<file path="src/rtl/control_rtc_secuencia_pkg.sv">
// Shared types and constants for the RTC read-sweep / keyboard-write sequencer.
package control_rtc_pkg;

    typedef enum logic [2:0] {
        IDLE,
        RD_REQ,
        RD_WAIT,
        RD_LATCH,
        WR_REQ,
        WR_WAIT
    } st_e;

    // RTC register map: time, date, timer (three digits pairs each)
    localparam logic [3:0] ADDR_HO     = 4'd0;
    localparam logic [3:0] ADDR_MI     = 4'd1;
    localparam logic [3:0] ADDR_SE     = 4'd2;
    localparam logic [3:0] ADDR_DI     = 4'd3;
    localparam logic [3:0] ADDR_ME     = 4'd4;
    localparam logic [3:0] ADDR_AN     = 4'd5;
    localparam logic [3:0] ADDR_HO_TI  = 4'd6;
    localparam logic [3:0] ADDR_MI_TI  = 4'd7;
    localparam logic [3:0] ADDR_SEG_TI = 4'd8;

    localparam logic [7:0] SC_FECHA = 8'h7d;
    localparam logic [7:0] SC_HORA  = 8'h6c;
    localparam logic [7:0] SC_TIMER = 8'h75;

    localparam logic [7:0] TIMEOUT_MAX = 8'd255;

endpackage

</file>
<file path="src/rtl/control_rtc_secuencia_if.sv">
// Handshake bundle between the sequencer, keyboard/refresh sources and RTC bus driver.
interface control_rtc_secuencia_if;
    logic       tick_refresh;
    logic       wr_req;
    logic [7:0] estado;
    logic       bus_done;
    logic       bus_req;
    logic       bus_rw;
    logic [3:0] direccion;
    logic       en_out;
    logic       escribiendo;
    logic       busy;
    logic       err;

    modport slave (
        input  tick_refresh, wr_req, estado, bus_done,
        output bus_req, bus_rw, direccion, en_out, escribiendo, busy, err
    );

    modport master (
        output tick_refresh, wr_req, estado, bus_done,
        input  bus_req, bus_rw, direccion, en_out, escribiendo, busy, err
    );
endinterface

</file>
<file path="src/rtl/control_rtc_secuencia_timeout.sv">
// 8-bit bus-wait counter; tc_o flags the last allowed wait cycle.
module contador_timeout
    import control_rtc_pkg::*;
(
    input  logic clk_i,
    input  logic rst_ni,
    input  logic clr_i,
    input  logic en_i,
    output logic tc_o
);
    logic [7:0] cnt_q, cnt_d;

    always_comb begin
        cnt_d = cnt_q;
        if (clr_i)     cnt_d = 8'd0;
        else if (en_i) cnt_d = cnt_q + 8'd1;
    end

    always_ff @(posedge clk_i or negedge rst_ni) begin
        if (!rst_ni) cnt_q <= 8'd0;
        else         cnt_q <= cnt_d;
    end

    // Fires on the 255th consecutive enabled cycle
    assign tc_o = en_i && (cnt_q == TIMEOUT_MAX - 8'd1);

endmodule

</file>
<file path="src/rtl/control_rtc_secuencia.sv">
// RTC access sequencer: refresh sweeps reads, keyboard commits 3-register write groups.
// Build option: CONTROL_RTC_TIMER_EN adds the timer registers (6..8) and scan code 8'h75.
module control_rtc_secuencia
    import control_rtc_pkg::*;
(
    input  logic                     clk,
    input  logic                     reset,
    control_rtc_secuencia_if.slave   io
);
`ifdef CONTROL_RTC_TIMER_EN
    localparam logic [3:0] LAST_RD = ADDR_SEG_TI;
`else
    localparam logic [3:0] LAST_RD = ADDR_AN;
`endif

    st_e        state_q, state_d;
    logic [3:0] addr_q, addr_d;
    logic [3:0] rd_addr_q, rd_addr_d;
    logic [3:0] grp_q, grp_d;
    logic [1:0] wr_cnt_q, wr_cnt_d;
    logic       sweep_q, sweep_d;
    logic       wr_pend_q, wr_pend_d;
    logic       err_q, err_d;
    logic       in_wait, tc;

    assign in_wait = (state_q == RD_WAIT) || (state_q == WR_WAIT);

    contador_timeout u_tmo (
        .clk_i  (clk),
        .rst_ni (reset),
        .clr_i  (!in_wait),
        .en_i   (in_wait),
        .tc_o   (tc)
    );

    always_comb begin
        state_d   = state_q;
        addr_d    = addr_q;
        rd_addr_d = rd_addr_q;
        grp_d     = grp_q;
        wr_cnt_d  = wr_cnt_q;
        sweep_d   = sweep_q;
        wr_pend_d = wr_pend_q;
        err_d     = 1'b0;

        if (io.tick_refresh) sweep_d = 1'b1;

        // wr_pend stays set for the whole group, so it also blocks edits mid-write
        if (io.wr_req && !wr_pend_q) begin
            case (io.estado)
                SC_HORA:  begin wr_pend_d = 1'b1; grp_d = ADDR_HO;    end
                SC_FECHA: begin wr_pend_d = 1'b1; grp_d = ADDR_DI;    end
`ifdef CONTROL_RTC_TIMER_EN
                SC_TIMER: begin wr_pend_d = 1'b1; grp_d = ADDR_HO_TI; end
`endif
                default: ;
            endcase
        end

        case (state_q)
            IDLE: begin
                if (wr_pend_q) begin
                    state_d  = WR_REQ;
                    addr_d   = grp_q;
                    wr_cnt_d = 2'd0;
                end else if (sweep_q) begin
                    state_d = RD_REQ;
                    addr_d  = rd_addr_q;
                end
            end
            RD_REQ: state_d = RD_WAIT;
            RD_WAIT: begin
                if (io.bus_done) begin
                    state_d = RD_LATCH;
                end else if (tc) begin
                    state_d   = IDLE;
                    err_d     = 1'b1;
                    sweep_d   = 1'b0;
                    rd_addr_d = ADDR_HO;
                end
            end
            RD_LATCH: begin
                if (addr_q == LAST_RD) begin
                    state_d   = IDLE;
                    sweep_d   = 1'b0;
                    rd_addr_d = ADDR_HO;
                end else begin
                    addr_d    = addr_q + 4'd1;
                    rd_addr_d = addr_q + 4'd1;
                    // Yield to a pending write; IDLE resumes from rd_addr afterwards
                    state_d   = wr_pend_q ? IDLE : RD_REQ;
                end
            end
            WR_REQ: state_d = WR_WAIT;
            WR_WAIT: begin
                if (io.bus_done) begin
                    if (wr_cnt_q == 2'd2) begin
                        state_d   = IDLE;
                        wr_pend_d = 1'b0;
                    end else begin
                        state_d  = WR_REQ;
                        addr_d   = addr_q + 4'd1;
                        wr_cnt_d = wr_cnt_q + 2'd1;
                    end
                end else if (tc) begin
                    state_d   = IDLE;
                    err_d     = 1'b1;
                    wr_pend_d = 1'b0;
                end
            end
            default: state_d = IDLE;
        endcase
    end

    always_ff @(posedge clk or negedge reset) begin
        if (!reset) begin
            state_q   <= IDLE;
            addr_q    <= 4'h0;
            rd_addr_q <= 4'h0;
            grp_q     <= 4'h0;
            wr_cnt_q  <= 2'd0;
            sweep_q   <= 1'b0;
            wr_pend_q <= 1'b0;
            err_q     <= 1'b0;
        end else begin
            state_q   <= state_d;
            addr_q    <= addr_d;
            rd_addr_q <= rd_addr_d;
            grp_q     <= grp_d;
            wr_cnt_q  <= wr_cnt_d;
            sweep_q   <= sweep_d;
            wr_pend_q <= wr_pend_d;
            err_q     <= err_d;
        end
    end

    assign io.bus_req     = (state_q == RD_REQ) || (state_q == RD_WAIT) ||
                            (state_q == WR_REQ) || (state_q == WR_WAIT);
    assign io.bus_rw      = (state_q == WR_REQ) || (state_q == WR_WAIT);
    assign io.escribiendo = io.bus_rw;
    assign io.direccion   = addr_q;
    assign io.en_out      = (state_q == RD_LATCH);
    assign io.busy        = (state_q != IDLE);
    assign io.err         = err_q;

endmodule

</file>
<file path="src/flat_wrapper.sv">
// flat-port wrapper written by rule: the top's interface ports become plain ports
module control_rtc_secuencia_flat import control_rtc_pkg::*;
  (clk, reset, io_tick_refresh, io_wr_req, io_estado, io_bus_done, io_bus_req, io_bus_rw, io_direccion, io_en_out, io_escribiendo, io_busy, io_err);
  control_rtc_secuencia_if io_i ();
  input  logic clk;
  input  logic reset;
  input wire logic [$bits(io_i.tick_refresh)-1:0] io_tick_refresh;
  input wire logic [$bits(io_i.wr_req)-1:0] io_wr_req;
  input wire logic [$bits(io_i.estado)-1:0] io_estado;
  input wire logic [$bits(io_i.bus_done)-1:0] io_bus_done;
  output wire logic [$bits(io_i.bus_req)-1:0] io_bus_req;
  output wire logic [$bits(io_i.bus_rw)-1:0] io_bus_rw;
  output wire logic [$bits(io_i.direccion)-1:0] io_direccion;
  output wire logic [$bits(io_i.en_out)-1:0] io_en_out;
  output wire logic [$bits(io_i.escribiendo)-1:0] io_escribiendo;
  output wire logic [$bits(io_i.busy)-1:0] io_busy;
  output wire logic [$bits(io_i.err)-1:0] io_err;
  assign io_i.tick_refresh = io_tick_refresh;
  assign io_i.wr_req = io_wr_req;
  assign io_i.estado = io_estado;
  assign io_i.bus_done = io_bus_done;
  assign io_bus_req = io_i.bus_req;
  assign io_bus_rw = io_i.bus_rw;
  assign io_direccion = io_i.direccion;
  assign io_en_out = io_i.en_out;
  assign io_escribiendo = io_i.escribiendo;
  assign io_busy = io_i.busy;
  assign io_err = io_i.err;
  control_rtc_secuencia u_core (.clk(clk), .reset(reset), .io(io_i));
endmodule
</file>
<file path="config.mk">
export PLATFORM = sky130hd
export DESIGN_NAME = control_rtc_secuencia_flat
export DESIGN_NICKNAME = d
export VERILOG_FILES = /design/src/rtl/control_rtc_secuencia_pkg.sv /design/src/rtl/control_rtc_secuencia_if.sv /design/src/rtl/control_rtc_secuencia_timeout.sv /design/src/rtl/control_rtc_secuencia.sv /design/src/flat_wrapper.sv
export SDC_FILE = /design/constraint.sdc
export NUM_CORES = 1
export LEC_CHECK = 0
export BUFFER_PORTS_ARGS = -buffer_cell sky130_fd_sc_hd__clkbuf_2
export CAP_MARGIN = 20
export CORE_UTILIZATION = 30
export DETAILED_ROUTE_END_ITERATION = 12
export GPL_TIMING_DRIVEN = 0
export PLACE_DENSITY_LB_ADDON = 0.2
export SKIP_CTS_REPAIR_TIMING = 1
export SYNTH_ARGS = -nofsm -noshare
export SYNTH_HDL_FRONTEND = slang
export SYNTH_HIERARCHICAL = 1
export SYNTH_SLANG_ARGS = --single-unit
export TNS_END_PERCENT = 10
</file>
<file path="constraint.sdc">
create_clock -name clk -period 6.1 [get_ports clk]
set_input_delay 1.22 -clock clk [delete_from_list [all_inputs] [get_ports clk]]
set_output_delay 1.22 -clock clk [all_outputs]
set_load 0.01 [all_outputs]
</file>
==> flow_metrics.tcl <==
set metrics [dict create \
    status "complete, no violations" \
    setup-tns-final_ps 0 \
    path_max_fanout 10 \
    die_area_um2 5200 \
    total_power_mw 0.774 \
    grt-ovfl-total 0 \
    peakVddDrop_uv 116 \
    arrival_ps 1380 \
    numPortBuffers 22 \
    grt_pass1_wl_mm 5.15 \
    avgRoutedWirePerCell_um 12.7 \
    place_area_um2 1670 \
    synth_cell_types 47 \
    synth_edf_count 0 \
    slew_violations 0 \
    cts.sinks 25 \
    die_x_um 72.1 \
    vias 1192 \
    synth_nets 166 \
    rrSetupSlack_ps 3850 \
    p_per_area_nw_per_um2 451 \
    final_util 0.363 \
    layout.nets 193 \
    avgSynthCellArea_um2 9.97 \
    setup_viol 0 \
    antenna_found_initial 0 \
    tightest_slew_ps 655 \
    final.setup_skew_ps 7.63 \
    r2r_start "u_core/state_q[0]" \
    vias_per_cell 4.95 \
    worst_setup_path_start_kind "flop" \
    async_flop_share 1.00 \
    drc 0 \
    fillCellCount 489 \
    period_minus_slack_ps 2600 \
    hold_depth 2 \
    start_util 0.312 \
    io_pins 23 \
    rsz0062_at_grt "false" \
    ys.warnings.count 6 \
    ys_seq_elements 25 \
    netlist_area_um2 1480 \
    syn_to_final_growth_pct 16.3 \
    ctsRootBufferMaster "clkbuf_8" \
    core_region_area_um2 4720 \
    drive_gt1_frac 0.253 \
    grt_use_total 0.126 \
    hold_class "flop to flop" \
    drt_wl_total_mm 3.07 \
    drv_cap 0 \
    n_antenna_cell 0 \
    r2r_cells 11 \
    hold_viol 0 \
    seq_area_frac_synth 0.424 \
    whs_ps 489 \
    cts_made_buffers 3 \
    layout_commonest_cell "dfrtp_1" \
    chipHeight_um 72.1 \
    synth_cells 148 \
    critPathRequiredTime_ps 4880 \
    path_class "flop to primary output" \
    ant_nets 0 \
    leakage_nw 0.753 \
    drt_iter0_markers 33 \
    relSlewSlack 0.563 \
    ys.flop_type "dfrtp_1" \
    grt_max_degree 26 \
    fmax_mhz 384 \
    cts_buffer_depth 2 \
    r2r_end "u_core/rd_addr_q[0]" \
    num_rows 25 \
    clkLatencyLatePin_ps 270 \
    holdPathEnd "u_core/rd_addr_q[0]" \
    hpwl_mm 2.34 \
    first_pass_iters 4 \
    final_area_um2 1720 \
    h-tree-depth 1 \
    gp_congestion 0.808 \
    final_cell_mix "25 x dfrtp_1, 22 x clkbuf_2, 14 x nor2_1" \
    hold_start "u_core/rd_addr_q[0]" \
    cts_tree "done" \
    grt_pass1_vias 1183 \
    clkTransAtPathRegs_ps 90 \
    crit_path_end_kind "primary output" \
    fin_crit_sh 0.427 \
]
==> layer usage <==
layer / track usage / vias to the layer above / wire, um
li1: - / 583 / -
met1: 0.158 / 575 / 1430
met2: 0.217 / 30 / 1490
met3: 0.0208 / 4 / 116
met4: 0.0479 / 0 / 30
met5: 0 / - / 0
==> cells by family after synthesis <==
group | synth area share
AO/OA/AOI/OAI | 0.178
AND/OR/NAND/NOR | 0.217
multiplexers | 0.0348
flip-flops | 0.424
XOR/XNOR | 0.0475
buffers and inverters | 0.0560
adder cells (fa/ha/maj) | 0.0424
==> sequential cells by signal, indices dropped and copies added, names as in the netlist <==
| name | flops |
|---|---|
| u_core/u_tmo/cnt_q | 8 |
| u_core/io.direccion | 4 |
| u_core/rd_addr_q | 4 |
| u_core/state_q | 3 |
| u_core/wr_cnt_q | 2 |
| u_core/grp_q | 1 |
| u_core/io.err | 1 |
| u_core/sweep_q | 1 |
| u_core/wr_pend_q | 1 |
==> power by group <==
part,internal (mW),switching (mW)
Combinational,0.192,0.215
Sequential,0.216,0.0523
Clock,0.0457,0.0533
Total,0.454,0.320
==> stage by stage <==
step                cells  worst slack [ps]
floorplan             148              3970
global placement      237              3800
detailed placement    237              3790
CTS                   241              3470
global route          241              3400
finish                241              3500
==> synthesized netlist by cell type, drive strengths merged, types with 4 or more instances <==
| library cell | n | area, um^2 |
|---|---|---|
| or3 | 4 | 30.0 |
| nand4 | 4 | 40.0 |
| nand3 | 6 | 30.0 |
| nor2b | 4 | 25.0 |
| dfrtp | 25 | 626 |
| mux2i | 4 | 40.0 |
| inv | 6 | 22.5 |
| ha | 5 | 62.6 |
| o21ai | 14 | 77.6 |
| nand2 | 8 | 30.0 |
| xor2 | 5 | 43.8 |
| a21oi | 7 | 35.0 |
| nor2 | 15 | 58.8 |
| buf | 5 | 48.8 |
==> critical path: stages, from the launching register on <==
cell and delay (ps):
dfrtp_1 400, clkbuf_4 180, nor2_1 240, xnor2_1 150
clkbuf_2 150
==> layout make-up <==
type,instances,area (um^2),share of cell area
clock inverters,1,5.00,0.00292
inverters,6,22.5,0.0131
flip-flops and latches,25,626,0.365
well taps,67,83.8,0.0489
plain buffers,7,60.1,0.0350
multi-input cells,110,767,0.447
repair buffers,22,110,0.0642
clock buffers,3,41.3,0.0241
==> worst max path at each step <==
stage	start	end	slack, ps	cells after the start
6_report	u_core/state_q[0]	io_bus_req	3500	4
5_1_grt	u_core/state_q[0]	io_bus_req	3400	4
4_1_cts	u_core/state_q[0]	io_bus_req	3470	4
3_5_place_dp	io_bus_done	u_core/io.direccion[3]	3790	5
3_3_place_gp	io_bus_done	u_core/io.direccion[2]	3800	5
2_1_floorplan	u_core/state_q[0]	io_bus_req	3970	3
(Power assumes the default switching activity.)
